--- src/rtl/overlay_pkg.sv ---
// overlay_pkg: shared state type, widths and colour constants for the overlay pixel path
package overlay_pkg;
    typedef enum logic [1:0] {HIDDEN, FADE_IN, SHOWN, FADE_OUT} fade_state_t;
    localparam int CH_W = 2;
    localparam int LVL_W = 3;
    localparam int RGB_W = 3 * CH_W;
    localparam int BLEND_SH = 2;
    localparam logic [RGB_W-1:0] COLOR_BLACK = 6'b000000;
    localparam logic [RGB_W-1:0] COLOR_GOLD = 6'b111100;
    localparam logic [RGB_W-1:0] COLOR_RED = 6'b110000;
endpackage

--- src/rtl/rgb222_blend.sv ---
// rgb222_blend: per-channel alpha blend of overlay onto background, opacity lvl out of 4
module rgb222_blend
    import overlay_pkg::*;
(
    input  logic [RGB_W-1:0] ov_i,
    input  logic [RGB_W-1:0] bg_i,
    input  logic             draw_i,
    input  logic [LVL_W-1:0] lvl_i,
    output logic [RGB_W-1:0] rgb_o
);
    localparam logic [LVL_W-1:0] FULL = LVL_W'(1 << BLEND_SH);

    for (genvar c = 0; c < 3; c++) begin : g_ch
        logic [3:0] mix;
        // worst case 3*4 = 12, so the 4-bit sum never overflows
        assign mix = 4'(ov_i[CH_W*c +: CH_W]) * 4'(lvl_i)
                   + 4'(bg_i[CH_W*c +: CH_W]) * 4'(FULL - lvl_i);
        assign rgb_o[CH_W*c +: CH_W] = draw_i ? CH_W'(mix >> BLEND_SH) : bg_i[CH_W*c +: CH_W];
    end
endmodule

--- src/rtl/overlay_mixer.sv ---
// overlay_mixer: 2-stage blend of emblem overlay onto background with a
// frame-synchronous fade in/out controller driving the blend strength
module overlay_mixer
    import overlay_pkg::*;
#(
    parameter int FRAMES_PER_STEP = 8,
    parameter int MAX_LEVEL = 4
) (
    input  logic             clk,
    input  logic             rst_n,
    input  logic             hsync_in,
    input  logic             vsync_in,
    input  logic             active_in,
    input  logic             ov_draw,
    input  logic [RGB_W-1:0] ov_rgb,
    input  logic [RGB_W-1:0] bg_rgb,
    input  logic             show,
    output logic             hsync,
    output logic             vsync,
    output logic [RGB_W-1:0] rgb,
    output logic [LVL_W-1:0] fade_level,
    output logic             fading
);
    localparam logic [7:0] CNT_LAST = 8'(FRAMES_PER_STEP - 1);
    localparam logic [LVL_W-1:0] LVL_MAX = LVL_W'(MAX_LEVEL);

    fade_state_t state_q, state_d;
    logic [LVL_W-1:0] lvl_q, lvl_d, lvl_up, lvl_dn, s1_lvl_q;
    logic [7:0] cnt_q, cnt_d;
    logic s1_hs_q, s1_vs_q, s1_act_q, s1_draw_q, hs_q, vs_q, vs_prev_q, tick, step;
    logic [RGB_W-1:0] s1_ov_q, s1_bg_q, rgb_q, blend_rgb;

    rgb222_blend u_blend (
        .ov_i  (s1_ov_q),
        .bg_i  (s1_bg_q),
        .draw_i(s1_draw_q),
        .lvl_i (s1_lvl_q),
        .rgb_o (blend_rgb)
    );

    assign tick = vsync_in && !vs_prev_q;
    assign step = tick && cnt_q == CNT_LAST;
    assign lvl_up = lvl_q == LVL_MAX ? lvl_q : lvl_q + LVL_W'(1);
    assign lvl_dn = lvl_q == '0 ? lvl_q : lvl_q - LVL_W'(1);

    always_comb begin
        state_d = state_q;
        lvl_d = lvl_q;
        cnt_d = cnt_q;
        case (state_q)
            HIDDEN: state_d = show ? FADE_IN : HIDDEN;
            FADE_IN: begin
                if (!show) state_d = FADE_OUT;
                else if (tick) begin
                    cnt_d = step ? '0 : cnt_q + 8'd1;
                    lvl_d = step ? lvl_up : lvl_q;
                    state_d = step && lvl_up == LVL_MAX ? SHOWN : FADE_IN;
                end
            end
            SHOWN: state_d = show ? SHOWN : FADE_OUT;
            FADE_OUT: begin
                if (show) state_d = FADE_IN;
                else if (tick) begin
                    cnt_d = step ? '0 : cnt_q + 8'd1;
                    lvl_d = step ? lvl_dn : lvl_q;
                    state_d = step && lvl_dn == '0 ? HIDDEN : FADE_OUT;
                end
            end
            default: state_d = HIDDEN;
        endcase
        // every state change restarts the frame count; show-driven changes also swallow a coincident step
        if (state_d != state_q) cnt_d = '0;
    end

    always_ff @(posedge clk) begin
        if (!rst_n) begin
            {s1_hs_q, s1_vs_q, s1_act_q, s1_draw_q, hs_q, vs_q} <= '0;
            {s1_ov_q, s1_bg_q, rgb_q, s1_lvl_q} <= '0;
            vs_prev_q <= 1'b1;
            state_q <= HIDDEN;
            lvl_q <= '0;
            cnt_q <= '0;
        end else begin
            {s1_hs_q, s1_vs_q, s1_act_q, s1_draw_q} <= {hsync_in, vsync_in, active_in, ov_draw};
            {s1_ov_q, s1_bg_q, s1_lvl_q} <= {ov_rgb, bg_rgb, lvl_q};
            {hs_q, vs_q} <= {s1_hs_q, s1_vs_q};
            rgb_q <= s1_act_q ? blend_rgb : COLOR_BLACK;
            vs_prev_q <= vsync_in;
            state_q <= state_d;
            lvl_q <= lvl_d;
            cnt_q <= cnt_d;
        end
    end

    assign hsync = hs_q;
    assign vsync = vs_q;
    assign rgb = rgb_q;
    assign fade_level = lvl_q;
    assign fading = state_q == FADE_IN || state_q == FADE_OUT;
endmodule

--- config.mk ---
export PLATFORM = sky130hd
export DESIGN_NAME = overlay_mixer
export DESIGN_NICKNAME = d
export VERILOG_FILES = /design/src/rtl/overlay_pkg.sv /design/src/rtl/rgb222_blend.sv /design/src/rtl/overlay_mixer.sv
export SDC_FILE = /design/constraint.sdc
export NUM_CORES = 1
export LEC_CHECK = 0
export CAP_MARGIN = 20
export CORE_UTILIZATION = 55
export DETAILED_ROUTE_END_ITERATION = 10
export PLACE_DENSITY_LB_ADDON = 0.08
export SLEW_MARGIN = 20
export SYNTH_ARGS = -nofsm -noshare
export SYNTH_HDL_FRONTEND = slang
export SYNTH_HIERARCHICAL = 1
export SYNTH_SLANG_ARGS = --single-unit
export TNS_END_PERCENT = 50
--- constraint.sdc ---
create_clock -name clk -period 5.25 [get_ports clk]
set_clock_uncertainty 0.1 [all_clocks]
set_input_delay 0.7875 -clock clk [delete_from_list [all_inputs] [get_ports clk]]
set_output_delay 0.7875 -clock clk [all_outputs]
set_load 0.02 [all_outputs]
==> results of run 1 <==
## per-stage QoR
| stage | setup WS (ns) | std cells |
|---|---|---|
| 6_report | 1.043 | 331 |
| 3_5_place_dp | 1.043 | 324 |
| 3_3_place_gp | 1.130 | 324 |
| 2_1_floorplan | 1.281 | 252 |
| 5_1_grt | 0.7619 | 331 |
| 4_1_cts | 1.024 | 331 |
## worst register-to-register path: cells and delay by family (launching register included)
kind                       cells  cell delay, ns
AOI/OAI and AO/OA              1            0.08
xor gates and xnor gates       3            1.05
adders and majority gates      4            1.68
buffers and inverters          1            0.09
DFF                            1            0.52
muxes                          1            0.16
and+or+nand+nor                2            0.44
## logic make-up after synthesis
logic type                 count (synthesis)  share of synthesized area (%)
AOI/OAI and AO/OA                         30                          8.684
xor gates and xnor gates                  18                          9.337
adders and majority gates                 20                          13.65
buffers and inverters                     24                          4.368
DFF                                       41                          32.93
muxes                                      7                          2.962
and+or+nand+nor                          112                          28.06
## report_power, final
group / switching, mW / internal [mW] / total, mW
clock network: 0.104 / 0.138 / 0.242
registers: 0.0128 / 0.321 / 0.334
logic: 0.0235 / 0.0307 / 0.0543
## placed cells by master (no fill, tap or decap), drive strengths merged, types with 2 or more instances in the layout
| cell type | count |
|---|---|
| mux2i | 4 |
| nand4 | 3 |
| nand2b | 3 |
| and4 | 5 |
| a21oi | 11 |
| or3b | 2 |
| nor2 | 12 |
| xnor3 | 3 |
| ha | 8 |
| or4 | 2 |
| and3 | 8 |
| dfxtp | 41 |
| o31ai | 2 |
| fa | 12 |
| a31oi | 2 |
| clkbuf | 5 |
| and2 | 35 |
| o21ai | 3 |
| nand2 | 25 |
| mux2 | 3 |
| o41ai | 2 |
| nand3b | 3 |
| clkdlybuf4s50 | 30 |
| xor2 | 8 |
| xnor2 | 7 |
| inv | 14 |
| nand3 | 5 |
| nor4b | 2 |
| a211oi | 3 |
## routing by layer
metal | routed length, microns | share of wire (%) | track usage, %
met5 | 0 | 0 | 0
met4 | 114 | 2.5 | 10.20
met3 | 115 | 2.5 | 3.488
met2 | 2320 | 51 | 37.76
met1 | 2008 | 44 | 23.34
## synth_stat cells, drive strengths merged, types with 2 or more instances
cell	number	area share, %
dfxtp	41	33
and2	35	8.8
nand2	25	4.1
inv	14	2.1
fa	12	9.6
nor2	12	1.8
a21oi	11	2.2
and3	8	2.0
ha	8	4.0
xor2	8	4.0
clkbuf	7	1.1
xnor2	7	2.5
and4	5	1.8
nand3	5	1.0
mux2i	4	1.6
a211oi	3	0.90
buf	3	1.2
mux2	3	1.4
nand2b	3	0.75
nand3b	3	0.90
nand4	3	1.4
o21ai	3	0.60
xnor3	3	2.9
a31oi	2	0.50
nor4b	2	1.3
o31ai	2	0.60
o41ai	2	0.70
or3b	2	0.70
or4	2	0.75
## worst paths after layout
path,from,end,slack [ns],cells past startpoint
setup / recovery,s1_lvl_q[0],rgb[5],1.04,12
hold / removal,s1_vs_q,vsync,0.34,1
setup reg to reg,s1_lvl_q[0],rgb[5],1.04,12
hold reg to reg,s1_vs_q,vsync,0.34,1
## area by class of cell
class	instances	area, sq um
clock buffers	5	68.82
clock inverters	2	35.03
fillers	367	1449
inverters	14	52.55
multi-input cells	187	1563
flip-flops and latches	41	820.8
well taps	52	65.06
repair buffers	30	300.3
## flip-flops by register name (all words and copies together), names as in the netlist
register,count
rgb,6
s1_draw_q,1
s1_act_q,1
s1_bg_q,6
s1_hs_q,1
s1_lvl_q,3
hsync,1
s1_vs_q,1
vs_prev_q,1
fade_level,3
vsync,1
s1_ov_q,6
state_q,2
cnt_q,8
==> impl_summary.log, run 1 <==
INFO  metric outcome = finished clean
INFO  metric synth_seq_cells = 41
INFO  metric critPathRequiredTime = approximately 5.3 ns
INFO  metric clkLatencyLatePin = approximately 0.29 ns
INFO  metric initial_core_util = between 50% and 60%
INFO  metric h_tree_depth = 2
INFO  metric irDropWorstVdd = around 160 uV
INFO  metric postSynth.asyncResetShare = 0%
INFO  metric syn-cell-area = 2492 sq um
INFO  metric critical-path-slowest-cell = sky130_fd_sc_hd__dfxtp_1
INFO  metric rsz_0062_raised_after_global_routing = no
INFO  metric crit_fanout = 11
INFO  metric setup_violations = 0
INFO  metric final_cell_area = between 2000 and 3000 sq um
INFO  metric critPathMaxStageDelay = around 0.52 ns
INFO  metric p_leak = 1.204 nW
INFO  metric ys_dominant_reg_cell = sky130_fd_sc_hd__dfxtp_1
INFO  metric clk_transition_reported_paths = approximately 0.08 ns
INFO  metric largest_net_degree_at_the_start_of_global_routing = 32
INFO  metric worst_ep_arrival_time = roughly 4.3 ns
INFO  metric post-route-min-period = approximately 4.2 ns
INFO  metric max-clock-path-buffers = 2
INFO  metric fp.dieH = roughly 69 microns
INFO  metric grt_antenna_before_repair = 0
INFO  metric first_pass_iters = 4
INFO  metric grt_pass1_wl = about 8000 microns
INFO  metric cap_violations = 0
INFO  metric syn_inst = about 250
INFO  metric syn-mean-instance-area = roughly 10 sq um
INFO  metric synthesis_warning_total = 6
INFO  metric synth_enable_flop_cells = 0
INFO  metric ant_nets = 0
INFO  metric die-width = approximately 70 microns
INFO  metric relSlewSlack = about two fifths
INFO  metric grt_total_usage = approximately a fifth
INFO  metric period_share = between 80% and 90%
INFO  metric place.port_buffers = 30
INFO  metric first_iter_violations = 70
INFO  metric cts_inserted_buffers = 5
INFO  metric route.detailed.wl_per_inst = approximately 14 microns
INFO  metric finalHoldViolCount = 0
INFO  metric grt_overflow = 0
INFO  metric rows = 24
INFO  metric routed_wl = roughly 4600 microns
INFO  metric crit_path_cell_chain = inv_1, ha_1, xor2_1, and2_1, fa_1, fa_1, fa_1, xor2_2, xnor3_2, mux2i_1, a21oi_1, and3_1
INFO  metric number_of_global_route_vias_before_repair = between 1,500 and 2,000
INFO  metric critical_path_buf_inv_count = 1
INFO  metric crit_top_cell = sky130_fd_sc_hd__fa_1
INFO  metric power = approximately 0.63 mW
INFO  metric p_per_area = about 220 nW/um^2
INFO  metric cts_tree = built
INFO  metric post_synth_num_cell_types = slightly above 50
INFO  metric detail_route.drc_violations = 0
INFO  metric number_of_antenna_diodes = 0
INFO  metric gp_congestion = about 0.8
INFO  metric post_route_cells_drive_above_1_share = between 10% and 20%
INFO  metric routed-via-count = between 1,500 and 2,000
INFO  metric clock-sinks = 41
INFO  metric fmax = 237.7 MHz
INFO  metric finish.net_count = between 300 and 400
INFO  metric critPathLaunchType = register
INFO  metric root_buffer = sky130_fd_sc_hd__clkbuf_8
INFO  metric synth_seq_area_share = about a third
INFO  metric totalNegativeSetupSlack = 0 ns
INFO  metric ctsResizeCount = 0
INFO  metric timing.hold.ws = between 0.3 and 0.4 ns
INFO  metric placed_wire_length_estimate_after_detailed_placement = ~3400 microns
INFO  metric postPlaceCellArea = around 2800 sq um
INFO  metric number_of_ports_placed_on_the_die_boundary = 31
INFO  metric nets_in_the_synthesized_netlist = between 200 and 300
INFO  metric timing.final.max_slew_violations = 0
INFO  metric area_delta_synth_final = 16.57%
INFO  metric core = 4354 sq um
INFO  metric via_per_inst = between 5 and 6
INFO  metric worst_path_dominant_cell_family = adder cells
INFO  metric hold_buffers = 0
INFO  metric hold_path_class = register to register
INFO  metric critical_path.endpoint_type = register
INFO  metric dieArea = around 4800 sq um
INFO  metric final_core_util = around two thirds
INFO  metric crit_path_class = register to register
INFO  metric max_slew.worst_pin.slew = between 0.8 and 0.9 ns
INFO  metric postCtsSetupBuffers = 0
Power figures use the tool's default switching activity.
==> run 2, diff against run 1 <==
--- a/config.mk
+++ b/config.mk
@@ -6,7 +6,7 @@
 export NUM_CORES = 1
 export LEC_CHECK = 0
 export CAP_MARGIN = 20
-export CORE_UTILIZATION = 55
+export CORE_UTILIZATION = 50
 export DETAILED_ROUTE_END_ITERATION = 10
 export PLACE_DENSITY_LB_ADDON = 0.08
 export SLEW_MARGIN = 20
==> constraint.sdc (replaced) <==
create_clock -name clk -period 3.82 [get_ports clk]
set_clock_uncertainty 0.1 [all_clocks]
set_input_delay 0.573 -clock clk [delete_from_list [all_inputs] [get_ports clk]]
set_output_delay 0.573 -clock clk [all_outputs]
set_load 0.02 [all_outputs]
==> impl_summary.log, run 2 (synthesis gave the netlist of run 1 again) <==
INFO  metric outcome = finished clean
INFO  metric gp_congestion = slightly above 0.8
INFO  metric route.detailed.wl_per_inst = roughly 13 microns
INFO  metric post-route-min-period = approximately 3.7 ns
INFO  metric fmax = about 270 MHz
INFO  metric postPlaceCellArea = 2865 sq um
INFO  metric via_per_inst = between 5 and 6
INFO  metric critPathLaunchType = register
INFO  metric largest_net_degree_at_the_start_of_global_routing = 21
INFO  metric hold_path_class = register to register
INFO  metric worst_slack = 0.1413 ns
INFO  metric clock-sinks = a little over 40
INFO  metric grt_total_usage = approximately a fifth
INFO  metric power = a little over 0.8 mW
INFO  metric placed_wire_length_estimate_after_detailed_placement = 3469 microns
INFO  metric number_of_ports_placed_on_the_die_boundary = 31
INFO  metric critPathRequiredTime = about 4 ns
INFO  metric switchingPower = 0.2146 mW
INFO  metric largest_register_ff_count = 8
INFO  metric grt_pass1_wl = around 8100 microns
INFO  metric max_slew.worst_pin.slew = ~0.64 ns
INFO  metric critical_path.endpoint_type = register
INFO  metric irDropWorstVdd = 196.2 uV
INFO  metric seq_power_share = a little under three fifths
INFO  metric first_pass_iters = 4
INFO  metric worst_ep_arrival_time = about 3.8 ns
INFO  metric timing.final.max_slew_violations = 0
INFO  metric routed-via-count = approximately 1,800
INFO  metric routed_wl = around 4600 microns
INFO  metric register_containing_the_most_flip_flops_in_the_final_layout = cnt_q
INFO  metric clockPowerShare = between 30% and 40%
INFO  metric crit_fanout = 6
INFO  metric grt_antenna_before_repair = 0
INFO  metric die-width = between 70 and 80 microns
INFO  metric p_leak = approximately 1.2 nW
INFO  metric fp.dieH = roughly 73 microns
INFO  metric max-clock-path-buffers = 2
INFO  metric layout.cells.most_common = sky130_fd_sc_hd__dfxtp_1
INFO  metric dieArea = roughly 5300 sq um
INFO  metric ant_nets = 0
INFO  metric layout_common_cells = sky130_fd_sc_hd__dfxtp_1 (41), sky130_fd_sc_hd__and2_1 (31), sky130_fd_sc_hd__clkdlybuf4s50_1 (30)
INFO  metric finalHoldViolCount = 0
INFO  metric post-place-ws = 0.1292 ns
INFO  metric cts_inserted_buffers = 5
INFO  metric power_switching_share = about 26%
INFO  metric cap_violations = 0
INFO  metric totalNegativeSetupSlack = 0 ns
INFO  metric initial_core_util = between 50% and 60%
INFO  metric place.port_buffers = 30
INFO  metric number_of_global_route_vias_before_repair = around 1,800
INFO  metric final_cell_area = around 3000 sq um
INFO  metric area_delta_synth_final = 19.23%
INFO  metric rows = 25
INFO  metric core = 4755 sq um
INFO  metric h_tree_depth = 2
INFO  metric relSlewSlack = 57.39%
INFO  metric rsz_0062_raised_after_global_routing = yes
INFO  metric clk_transition_reported_paths = about 0.09 ns
INFO  metric cts_tree = built
INFO  metric finish.net_count = 323
INFO  metric first_iter_violations = between 80 and 90
INFO  metric period_share = slightly below 100%
INFO  metric detail_route.drc_violations = 0
INFO  metric internal-power = between 0.6 and 0.7 mW
INFO  metric p_per_area = around 280 nW/um^2
INFO  metric post_route_cells_drive_above_1_share = approximately 16%
INFO  metric setup_violations = 0
INFO  metric clkLatencyLatePin = around 0.29 ns
INFO  metric grt_overflow = 0
INFO  metric root_buffer = sky130_fd_sc_hd__clkbuf_8
INFO  metric final_core_util = a little over three fifths
INFO  metric comb_power_share = about a tenth
INFO  metric crit_path_class = register to register
INFO  metric number_of_antenna_diodes = 0
INFO  metric hold_buffers = 0
run 2: cell type report:
class	count	area (sq um)
clock buffer	5	68.82
clock inverter	3	25.02
fill	409	1783
inverter	14	52.55
multi-input combinational	187	1583
sequential	41	820.8
tap	67	83.83
timing repair buffer	35	337.8
run 2: final timing paths:
kind,startpoint,cells past startpoint,slack (ns),endpoint
setup reg to reg,s1_lvl_q[0],12,0.14,rgb[1]
setup / recovery,s1_lvl_q[0],12,0.14,rgb[1]
hold / removal,s1_hs_q,1,0.34,hsync
hold reg to reg,s1_hs_q,1,0.34,hsync
run 2: layer usage:
layer  track usage [%]  share of wire, %  vias up
met1             25.95                46      842
met3             3.591               3.2        4
met4             5.229              0.87        0
li1                  -                 -      915
met5                 0                 0        -
met2             33.75                49       30
run 2: worst max-delay path: stages (launching register included):
cell	delay [ns]
sky130_fd_sc_hd__dfxtp_1	0.33
sky130_fd_sc_hd__inv_1	0.04
sky130_fd_sc_hd__ha_1	0.23
sky130_fd_sc_hd__xor2_2	0.31
sky130_fd_sc_hd__and2_4	0.20
sky130_fd_sc_hd__fa_1	0.44
sky130_fd_sc_hd__fa_1	0.52
sky130_fd_sc_hd__fa_2	0.42
sky130_fd_sc_hd__xor2_2	0.19
sky130_fd_sc_hd__xnor3_2	0.37
sky130_fd_sc_hd__mux2i_1	0.16
sky130_fd_sc_hd__a21oi_1	0.07
sky130_fd_sc_hd__and3_1	0.19
run 2: repair_timing:
item                                    CTS  global route
buffers inserted                          0             0
gates resized for setup                   0             5
endpoints found under the setup margin    0             2
run 2: per-stage QoR:
step                      hold WS (ns)  std cells
after floorplan                 0.3119        252
after global placement          0.3149        344
after detailed placement        0.3201        344
after CTS                       0.3420        352
after global routing            0.3636        352
final                           0.3380        352
run 2: power by group through the flow:
stage	combinational [mW]	clock, mW	sequential [mW]
5_1_grt	0.0861	0.328	0.461
3_3_place_gp	0.0762	0	0.468
2_1_floorplan	0.0477	0	0.461
3_5_place_dp	0.0766	0	0.468
6_report	0.0773	0.296	0.458
4_1_cts	0.0768	0.309	0.458
